## src/rtl/datapath_sequencer_if.sv

```systemverilog
// ---------------------------------------------------------------------------
// datapath_sequencer_if
// Command handshake and datapath control bus for datapath_sequencer.
//
// Signals:
//   start              command request, sampled when ready=1
//   opcode[1:0]        00 LDI, 01 ADDI, 10 MVB, 11 ADDB
//   imm[31:0]          command immediate
//   ready              a command is accepted on this edge if start=1
//   busy               sequencer is not idle
//   done               one-cycle pulse at command completion
//   RAout/RBout/RZout  register drive enables onto the datapath bus
//   RAin/RBin/RZin     register load enables from the datapath bus
//   AddImmediate       adder operand (ALU cycle only, zero otherwise)
//   RegisterAImmediate RA load value (LD cycle only, zero otherwise)
//
// Modports:
//   master  issues commands and observes the control outputs
//   slave   the sequencer itself
// ---------------------------------------------------------------------------
interface datapath_sequencer_if;
    logic        start;
    logic [1:0]  opcode;
    logic [31:0] imm;
    logic        ready;
    logic        busy;
    logic        done;
    logic        RAout;
    logic        RBout;
    logic        RZout;
    logic        RAin;
    logic        RBin;
    logic        RZin;
    logic [31:0] AddImmediate;
    logic [31:0] RegisterAImmediate;

    modport master (
        output start, opcode, imm,
        input  ready, busy, done,
        input  RAout, RBout, RZout, RAin, RBin, RZin,
        input  AddImmediate, RegisterAImmediate
    );

    modport slave (
        input  start, opcode, imm,
        output ready, busy, done,
        output RAout, RBout, RZout, RAin, RBin, RZin,
        output AddImmediate, RegisterAImmediate
    );
endinterface

```

## src/rtl/datapath_sequencer.sv

```systemverilog
// ---------------------------------------------------------------------------
// datapath_sequencer
// Control sequencer for a small register datapath (RA, RB, adder output Z).
// Each accepted command is latched and then stepped through a fixed sequence
// of Moore states that raise the datapath bus enables:
//   LDI  : LD  -> DONE            (RA <= imm)
//   ADDI : ALU -> WB -> DONE      (RA <= RA + imm)
//   MVB  : MV  -> DONE            (RB <= Z)
//   ADDB : ALU -> WB -> DONE      (RB <= RB + imm)
// The addition itself happens in the datapath; imm is passed through as-is.
//
// Ports:
//   clock  system clock, all state changes on the rising edge
//   clear  synchronous active-high reset
//   bus    datapath_sequencer_if.slave (handshake, enables, immediates)
//
// Configuration:
//   DATAPATH_SEQ_QUEUE_EN  when defined, adds a one-entry pending command
//                          slot so a command can be queued while busy and
//                          started straight out of DONE.
// ---------------------------------------------------------------------------
module datapath_sequencer (
    input  logic                 clock,
    input  logic                 clear,
    datapath_sequencer_if.slave  bus
);

    typedef enum logic [2:0] {
        IDLE,
        LD,
        ALU,
        WB,
        MV,
        DONE
    } state_t;

    state_t      state;
    state_t      state_next;

    // Command currently being executed, latched when it launches
    logic [1:0]  cmd_op;
    logic [31:0] cmd_imm;

    logic        ready;
    logic        accept;
    logic        launch;
    logic [1:0]  launch_op;
    logic [31:0] launch_imm;

`ifdef DATAPATH_SEQ_QUEUE_EN
    logic        pend_valid;
    logic        pend_valid_next;
    logic [1:0]  pend_op;
    logic [1:0]  pend_op_next;
    logic [31:0] pend_imm;
    logic [31:0] pend_imm_next;
`endif

    // First execution state of a command, chosen purely by opcode
    function automatic state_t first_state(input logic [1:0] op);
        case (op)
            2'b00:   return LD;
            2'b10:   return MV;
            default: return ALU;
        endcase
    endfunction

    // With the pending slot, a command may be offered whenever the slot is
    // free; without it, only an idle sequencer takes commands.
`ifdef DATAPATH_SEQ_QUEUE_EN
    assign ready = (state == IDLE) || !pend_valid;
`else
    assign ready = (state == IDLE);
`endif
    assign accept = bus.start && ready;

    // State register, latched command and (optionally) the pending slot.
    // clear wins over everything, including a start in the same cycle.
    always_ff @(posedge clock) begin
        if (clear) begin
            state   <= IDLE;
            cmd_op  <= 2'b00;
            cmd_imm <= 32'h0;
`ifdef DATAPATH_SEQ_QUEUE_EN
            pend_valid <= 1'b0;
            pend_op    <= 2'b00;
            pend_imm   <= 32'h0;
`endif
        end else begin
            state <= state_next;
            if (launch) begin
                cmd_op  <= launch_op;
                cmd_imm <= launch_imm;
            end
`ifdef DATAPATH_SEQ_QUEUE_EN
            pend_valid <= pend_valid_next;
            pend_op    <= pend_op_next;
            pend_imm   <= pend_imm_next;
`endif
        end
    end

    // Next-state logic. A "launch" loads a command into the execution
    // registers and jumps to its first state; it comes either straight from
    // the bus or, with the queue enabled, from the pending slot.
    always_comb begin
        state_next = state;
        launch     = 1'b0;
        launch_op  = bus.opcode;
        launch_imm = bus.imm;
`ifdef DATAPATH_SEQ_QUEUE_EN
        pend_valid_next = pend_valid;
        pend_op_next    = pend_op;
        pend_imm_next   = pend_imm;
`endif

        case (state)
            IDLE: begin
`ifdef DATAPATH_SEQ_QUEUE_EN
                // A command parked during the previous DONE goes first; a
                // start in this cycle then takes over the freed slot.
                if (pend_valid) begin
                    launch          = 1'b1;
                    launch_op       = pend_op;
                    launch_imm      = pend_imm;
                    pend_valid_next = accept;
                    if (accept) begin
                        pend_op_next  = bus.opcode;
                        pend_imm_next = bus.imm;
                    end
                end else if (accept) begin
                    launch = 1'b1;
                end
`else
                if (accept) begin
                    launch = 1'b1;
                end
`endif
            end
            LD:   state_next = DONE;
            ALU:  state_next = WB;
            WB:   state_next = DONE;
            MV:   state_next = DONE;
            DONE: begin
`ifdef DATAPATH_SEQ_QUEUE_EN
                // Back-to-back: skip IDLE and empty the slot on this edge
                if (pend_valid) begin
                    launch          = 1'b1;
                    launch_op       = pend_op;
                    launch_imm      = pend_imm;
                    pend_valid_next = 1'b0;
                end else begin
                    state_next = IDLE;
                end
`else
                state_next = IDLE;
`endif
            end
            default: state_next = IDLE;
        endcase

`ifdef DATAPATH_SEQ_QUEUE_EN
        // Any start accepted outside IDLE is parked in the slot
        if ((state != IDLE) && accept) begin
            pend_valid_next = 1'b1;
            pend_op_next    = bus.opcode;
            pend_imm_next   = bus.imm;
        end
`endif

        if (launch) begin
            state_next = first_state(launch_op);
        end
    end

    // Moore output decode from state and the latched command only, so no
    // combinational path exists from start/opcode/imm to the enables.
    always_comb begin
        bus.ready              = ready;
        bus.busy               = (state != IDLE);
        bus.done               = 1'b0;
        bus.RAout              = 1'b0;
        bus.RBout              = 1'b0;
        bus.RZout              = 1'b0;
        bus.RAin               = 1'b0;
        bus.RBin               = 1'b0;
        bus.RZin               = 1'b0;
        bus.AddImmediate       = 32'h0;
        bus.RegisterAImmediate = 32'h0;

        case (state)
            LD: begin
                bus.RegisterAImmediate = cmd_imm;
                bus.RAin               = 1'b1;
            end
            ALU: begin
                bus.AddImmediate = cmd_imm;
                bus.RZin         = 1'b1;
                bus.RAout        = (cmd_op == 2'b01);
                bus.RBout        = (cmd_op == 2'b11);
            end
            WB: begin
                bus.RZout = 1'b1;
                bus.RAin  = (cmd_op == 2'b01);
                bus.RBin  = (cmd_op == 2'b11);
            end
            MV: begin
                bus.RZout = 1'b1;
                bus.RBin  = 1'b1;
            end
            DONE: begin
                bus.done = 1'b1;
            end
            default: begin
            end
        endcase
    end

endmodule

```

## src/flat_wrapper.sv

```systemverilog
// flat-port wrapper written by rule: the top's interface ports become plain ports
module datapath_sequencer_flat 
  (clock, clear, bus_start, bus_opcode, bus_imm, bus_ready, bus_busy, bus_done, bus_RAout, bus_RBout, bus_RZout, bus_RAin, bus_RBin, bus_RZin, bus_AddImmediate, bus_RegisterAImmediate);
  datapath_sequencer_if bus_i ();
  input  logic clock;
  input  logic clear;
  input wire logic [$bits(bus_i.start)-1:0] bus_start;
  input wire logic [$bits(bus_i.opcode)-1:0] bus_opcode;
  input wire logic [$bits(bus_i.imm)-1:0] bus_imm;
  output wire logic [$bits(bus_i.ready)-1:0] bus_ready;
  output wire logic [$bits(bus_i.busy)-1:0] bus_busy;
  output wire logic [$bits(bus_i.done)-1:0] bus_done;
  output wire logic [$bits(bus_i.RAout)-1:0] bus_RAout;
  output wire logic [$bits(bus_i.RBout)-1:0] bus_RBout;
  output wire logic [$bits(bus_i.RZout)-1:0] bus_RZout;
  output wire logic [$bits(bus_i.RAin)-1:0] bus_RAin;
  output wire logic [$bits(bus_i.RBin)-1:0] bus_RBin;
  output wire logic [$bits(bus_i.RZin)-1:0] bus_RZin;
  output wire logic [$bits(bus_i.AddImmediate)-1:0] bus_AddImmediate;
  output wire logic [$bits(bus_i.RegisterAImmediate)-1:0] bus_RegisterAImmediate;
  assign bus_i.start = bus_start;
  assign bus_i.opcode = bus_opcode;
  assign bus_i.imm = bus_imm;
  assign bus_ready = bus_i.ready;
  assign bus_busy = bus_i.busy;
  assign bus_done = bus_i.done;
  assign bus_RAout = bus_i.RAout;
  assign bus_RBout = bus_i.RBout;
  assign bus_RZout = bus_i.RZout;
  assign bus_RAin = bus_i.RAin;
  assign bus_RBin = bus_i.RBin;
  assign bus_RZin = bus_i.RZin;
  assign bus_AddImmediate = bus_i.AddImmediate;
  assign bus_RegisterAImmediate = bus_i.RegisterAImmediate;
  datapath_sequencer u_core (.clock(clock), .clear(clear), .bus(bus_i));
endmodule
```

## config.mk

```make
export PLATFORM = sky130hd
export DESIGN_NAME = datapath_sequencer_flat
export DESIGN_NICKNAME = d
export VERILOG_FILES = /design/src/rtl/datapath_sequencer_if.sv /design/src/rtl/datapath_sequencer.sv /design/src/flat_wrapper.sv
export SDC_FILE = /design/constraint.sdc
export NUM_CORES = 1
export LEC_CHECK = 0
export CELL_PAD_IN_SITES_DETAIL_PLACEMENT = 1
export CELL_PAD_IN_SITES_GLOBAL_PLACEMENT = 2
export CORE_ASPECT_RATIO = 1.75
export CORE_MARGIN = 1
export CORE_UTILIZATION = 17
export CTS_CLUSTER_SIZE = 25
export DETAILED_ROUTE_END_ITERATION = 8
export PLACE_DENSITY_LB_ADDON = 0.1
export RECOVER_POWER = 100
export SYNTH_ARGS = -nofsm -noshare
export SYNTH_HDL_FRONTEND = slang
export SYNTH_SLANG_ARGS = --single-unit
```

## constraint.sdc

```tcl
create_clock -name clock -period 1.5 [get_ports clock]
set_clock_uncertainty 0.15 [all_clocks]
set_input_delay 0.3 -clock clock [delete_from_list [all_inputs] [get_ports clock]]
set_output_delay 0.3 -clock clock [all_outputs]
set_load 0.03 [all_outputs]
```

==> impl_metrics.env <==
export IMPL_whs_ns=0.331
export IMPL_fin_crit_sh_pct=127
export IMPL_fmax_ghz=0.526
export IMPL_grt_max_degree=20
export IMPL_power_total_mw=4.63
export IMPL_ys_types=24
export IMPL_hp_class="register to register"
export IMPL_grt_pass1_wl_um=11600
export IMPL_dp_hpwl_um=5150
export IMPL_startpoint_type="register"
export IMPL_htree_num_levels=2
export IMPL_avgSynthCellArea_sq_um=7.57
export IMPL_num_vias=2178
export IMPL_rrSetupSlack_ns=-0.29
export IMPL_syn_cell_area_sq_mm=0.00190
export IMPL_ioPinCount=110
export IMPL_maxSlewViolCount=0
export IMPL_r2r_end="u_core.cmd_imm[6]"
export IMPL_worstHoldPathCells=2
export IMPL_wl_per_cell_um=15.8
export IMPL_vdd_drop_max_mv=0.536
export IMPL_synth_common_cells="nand2_1, and2_1, a21oi_1, dfxtp_1"
export IMPL_cts_hold_fix_buffers=0
export IMPL_cp_end_kind="output port"
export IMPL_clk_latency_ns=0.28
export IMPL_syn_to_final_growth_pct=132
export IMPL_syn_nets=288
export IMPL_layout_drive_gt1_share_pct=69.2
export IMPL_routed_wl_met3_um=273
export IMPL_detail_route_first_pass_iterations=4
export IMPL_top_layer_used="met4"
export IMPL_tightestPinTransition_ns=0.333
export IMPL_cts_root_buffer="clkbuf_16"
export IMPL_cts_inserted_buffers=5
export IMPL_drc=0
export IMPL_diodes=0
export IMPL_p_per_area_mw_per_mm2=1050
export IMPL_grt_pass1_vias=2287
export IMPL_ys_ff_latch=37
export IMPL_clockBufferDepth=2
export IMPL_leakagePower_nw=1.95
export IMPL_worstPathRequired_ns=1.05
export IMPL_ys_seq_area_share_pct=39.0
export IMPL_fin_tns_setup_ns=-34.39
export IMPL_gp_congestion=0.699
export IMPL_num_rows=50
export IMPL_final_area_sq_mm=0.00441
export IMPL_rr_worst_depth=6
export IMPL_grt_overflow=0
export IMPL_die_h_um=142
export IMPL_clk_pin_slew_worst_paths_ns=0.06
export IMPL_regToRegStartpoint="u_core.state[1]"
export IMPL_async_flop_share_pct=0
export IMPL_fin_crit_ns=1.90
export IMPL_finalNonFillerCells=520
export IMPL_crit_chain="nor3b_4 > buf_6 > clkbuf_16 > and2_4 > buf_12"
export IMPL_min_delay_start="u_core.cmd_imm[1]"
export IMPL_critPathMaxStageDelay_ns=0.37
export IMPL_synthMostInstantiatedCell="nand2_1"
export IMPL_netlist_instances=251
export IMPL_die_area_sq_mm=0.0116
export IMPL_layout_setup_ws_ns=-0.401
export IMPL_wl_um=8200
export IMPL_status="finished with violations"
export IMPL_fin_nets=426
export IMPL_vias_per_cell=4.19
export IMPL_antenna_found_initial=0
export IMPL_slew_headroom_pct=77.8
export IMPL_drtIter0Drc=36
export IMPL_setup_worst_path_start="u_core.state[2]"
export IMPL_port_buffers=109
export IMPL_arrival_ns=1.45
export IMPL_synthTopCellsByArea="dfxtp_1, and2_1, nand2_1, a21oi_1, buf_6"
export IMPL_synth_top_cell_by_area="dfxtp_1"
export IMPL_critPathKind="register to output port"
export IMPL_dpl_cell_count=490
export IMPL_cts_tree="yes"
export IMPL_yosys_warnings=0
export IMPL_rsz0062_at_grt="true"
export IMPL_synth_edf_count=0
export IMPL_ant_nets=0
export IMPL_wl_met2_um=4890
export IMPL_yosys_most_used_dff="dfxtp_1"
export IMPL_start_util_pct=17.7
export IMPL_holdPathEnd="u_core.cmd_imm[1]"
export IMPL_hold_viol=0
export IMPL_clock_sinks=37
export IMPL_synth_top_area_share_pct=39.0
export IMPL_dpl_cell_area_sq_mm=0.00320
export IMPL_setup_violations=110
export IMPL_cp_max_fo=4
export IMPL_die_x_um=81.9
export IMPL_routedLengthMet1_um=2940
export IMPL_grt_use_total_pct=13.4
export IMPL_violations="negative setup slack"
export IMPL_slowest_stage="dfxtp_4"
export IMPL_core_area_sq_mm=0.0108
export IMPL_maxCapViolCount=0
## per-layer routing
layer | GRT usage [%] | vias to the layer above
met4 | 4.16 | 0
li1 | - | 1072
met5 | 0 | -
met1 | 13.3 | 1044
met2 | 26.4 | 57
met3 | 2.57 | 5
## worst max path at each step
| stage | to | slack [ns] |
|---|---|---|
| after detailed placement | u_core.cmd_imm[11] | -0.41 |
| final | bus_RegisterAImmediate[11] | -0.40 |
| after CTS | bus_AddImmediate[1] | -0.43 |
| after global placement | u_core.cmd_imm[11] | -0.39 |
| after floorplan | bus_AddImmediate[23] | -0.12 |
| after global routing | bus_AddImmediate[1] | -0.47 |
## flip-flops by register name, summed over array words and instances (netlist names)
name,count
u_core.cmd_imm,32
u_core.cmd_op,2
u_core.state,3
## stage by stage
stage | utilization (%) | setup WS, ns
3_5_place_dp | 29.7 | -0.413
4_1_cts | 35.6 | -0.430
2_1_floorplan | - | -0.120
6_report | 41.0 | -0.401
5_1_grt | 41.0 | -0.466
3_3_place_gp | 29.7 | -0.390
## repair_timing
action / 4_1_cts / 5_1_grt
endpoints found under the setup margin: 110 / 110
gates resized for setup: 79 / 129
cloned: 5 / 4
pin swaps: 15 / 7
setup buffers: 9 / 5
## layout by cell type (no fill, tap or decap), drive strengths merged
cell           count
buf              112
nand2             71
and2              64
dfxtp             37
a21oi             37
clkdlybuf4s50     35
clkbuf            10
nor2               3
nor3b              2
nand2b             2
nor2b              2
o21ai              2
and3b              2
nand3b             1
or3                1
inv                1
and3               1
nor4b              1
or4b               1
o21bai             1
nor4               1
nor3               1
clkinv             1
dlymetal6s2s       1
## cell type report
cell class / count / area [sq um]
Fill cell: 1186 / 6350
Timing Repair Buffer: 151 / 1740
Multi-Input combinational cell: 193 / 1590
Sequential cell: 37 / 752
Tap cell: 130 / 163
Clock buffer: 7 / 153
Inverter: 1 / 6.26
Clock inverter: 1 / 5.00
## critical path: cells and delay by family, from the launching register on
family                 cells  cell delay [ns]
AND/OR/NAND/NOR            2             0.37
flip-flops                 1             0.37
buffers and inverters      3             0.43
## report_power, final
group | switching (mW) | leakage, nW | internal [mW]
combinational | 1.06 | 1.56 | 1.17
clock | 0.413 | 0.0799 | 0.704
sequential | 0.171 | 0.305 | 1.12
total | 1.64 | 1.95 | 2.99
## kinds of logic after synthesis
group	after synthesis	synth area share (%)
compound gates	40	10.7
buf+inv	21	7.77
flops	37	39.0
simple gates	153	42.6
(Power assumes the default switching activity.)
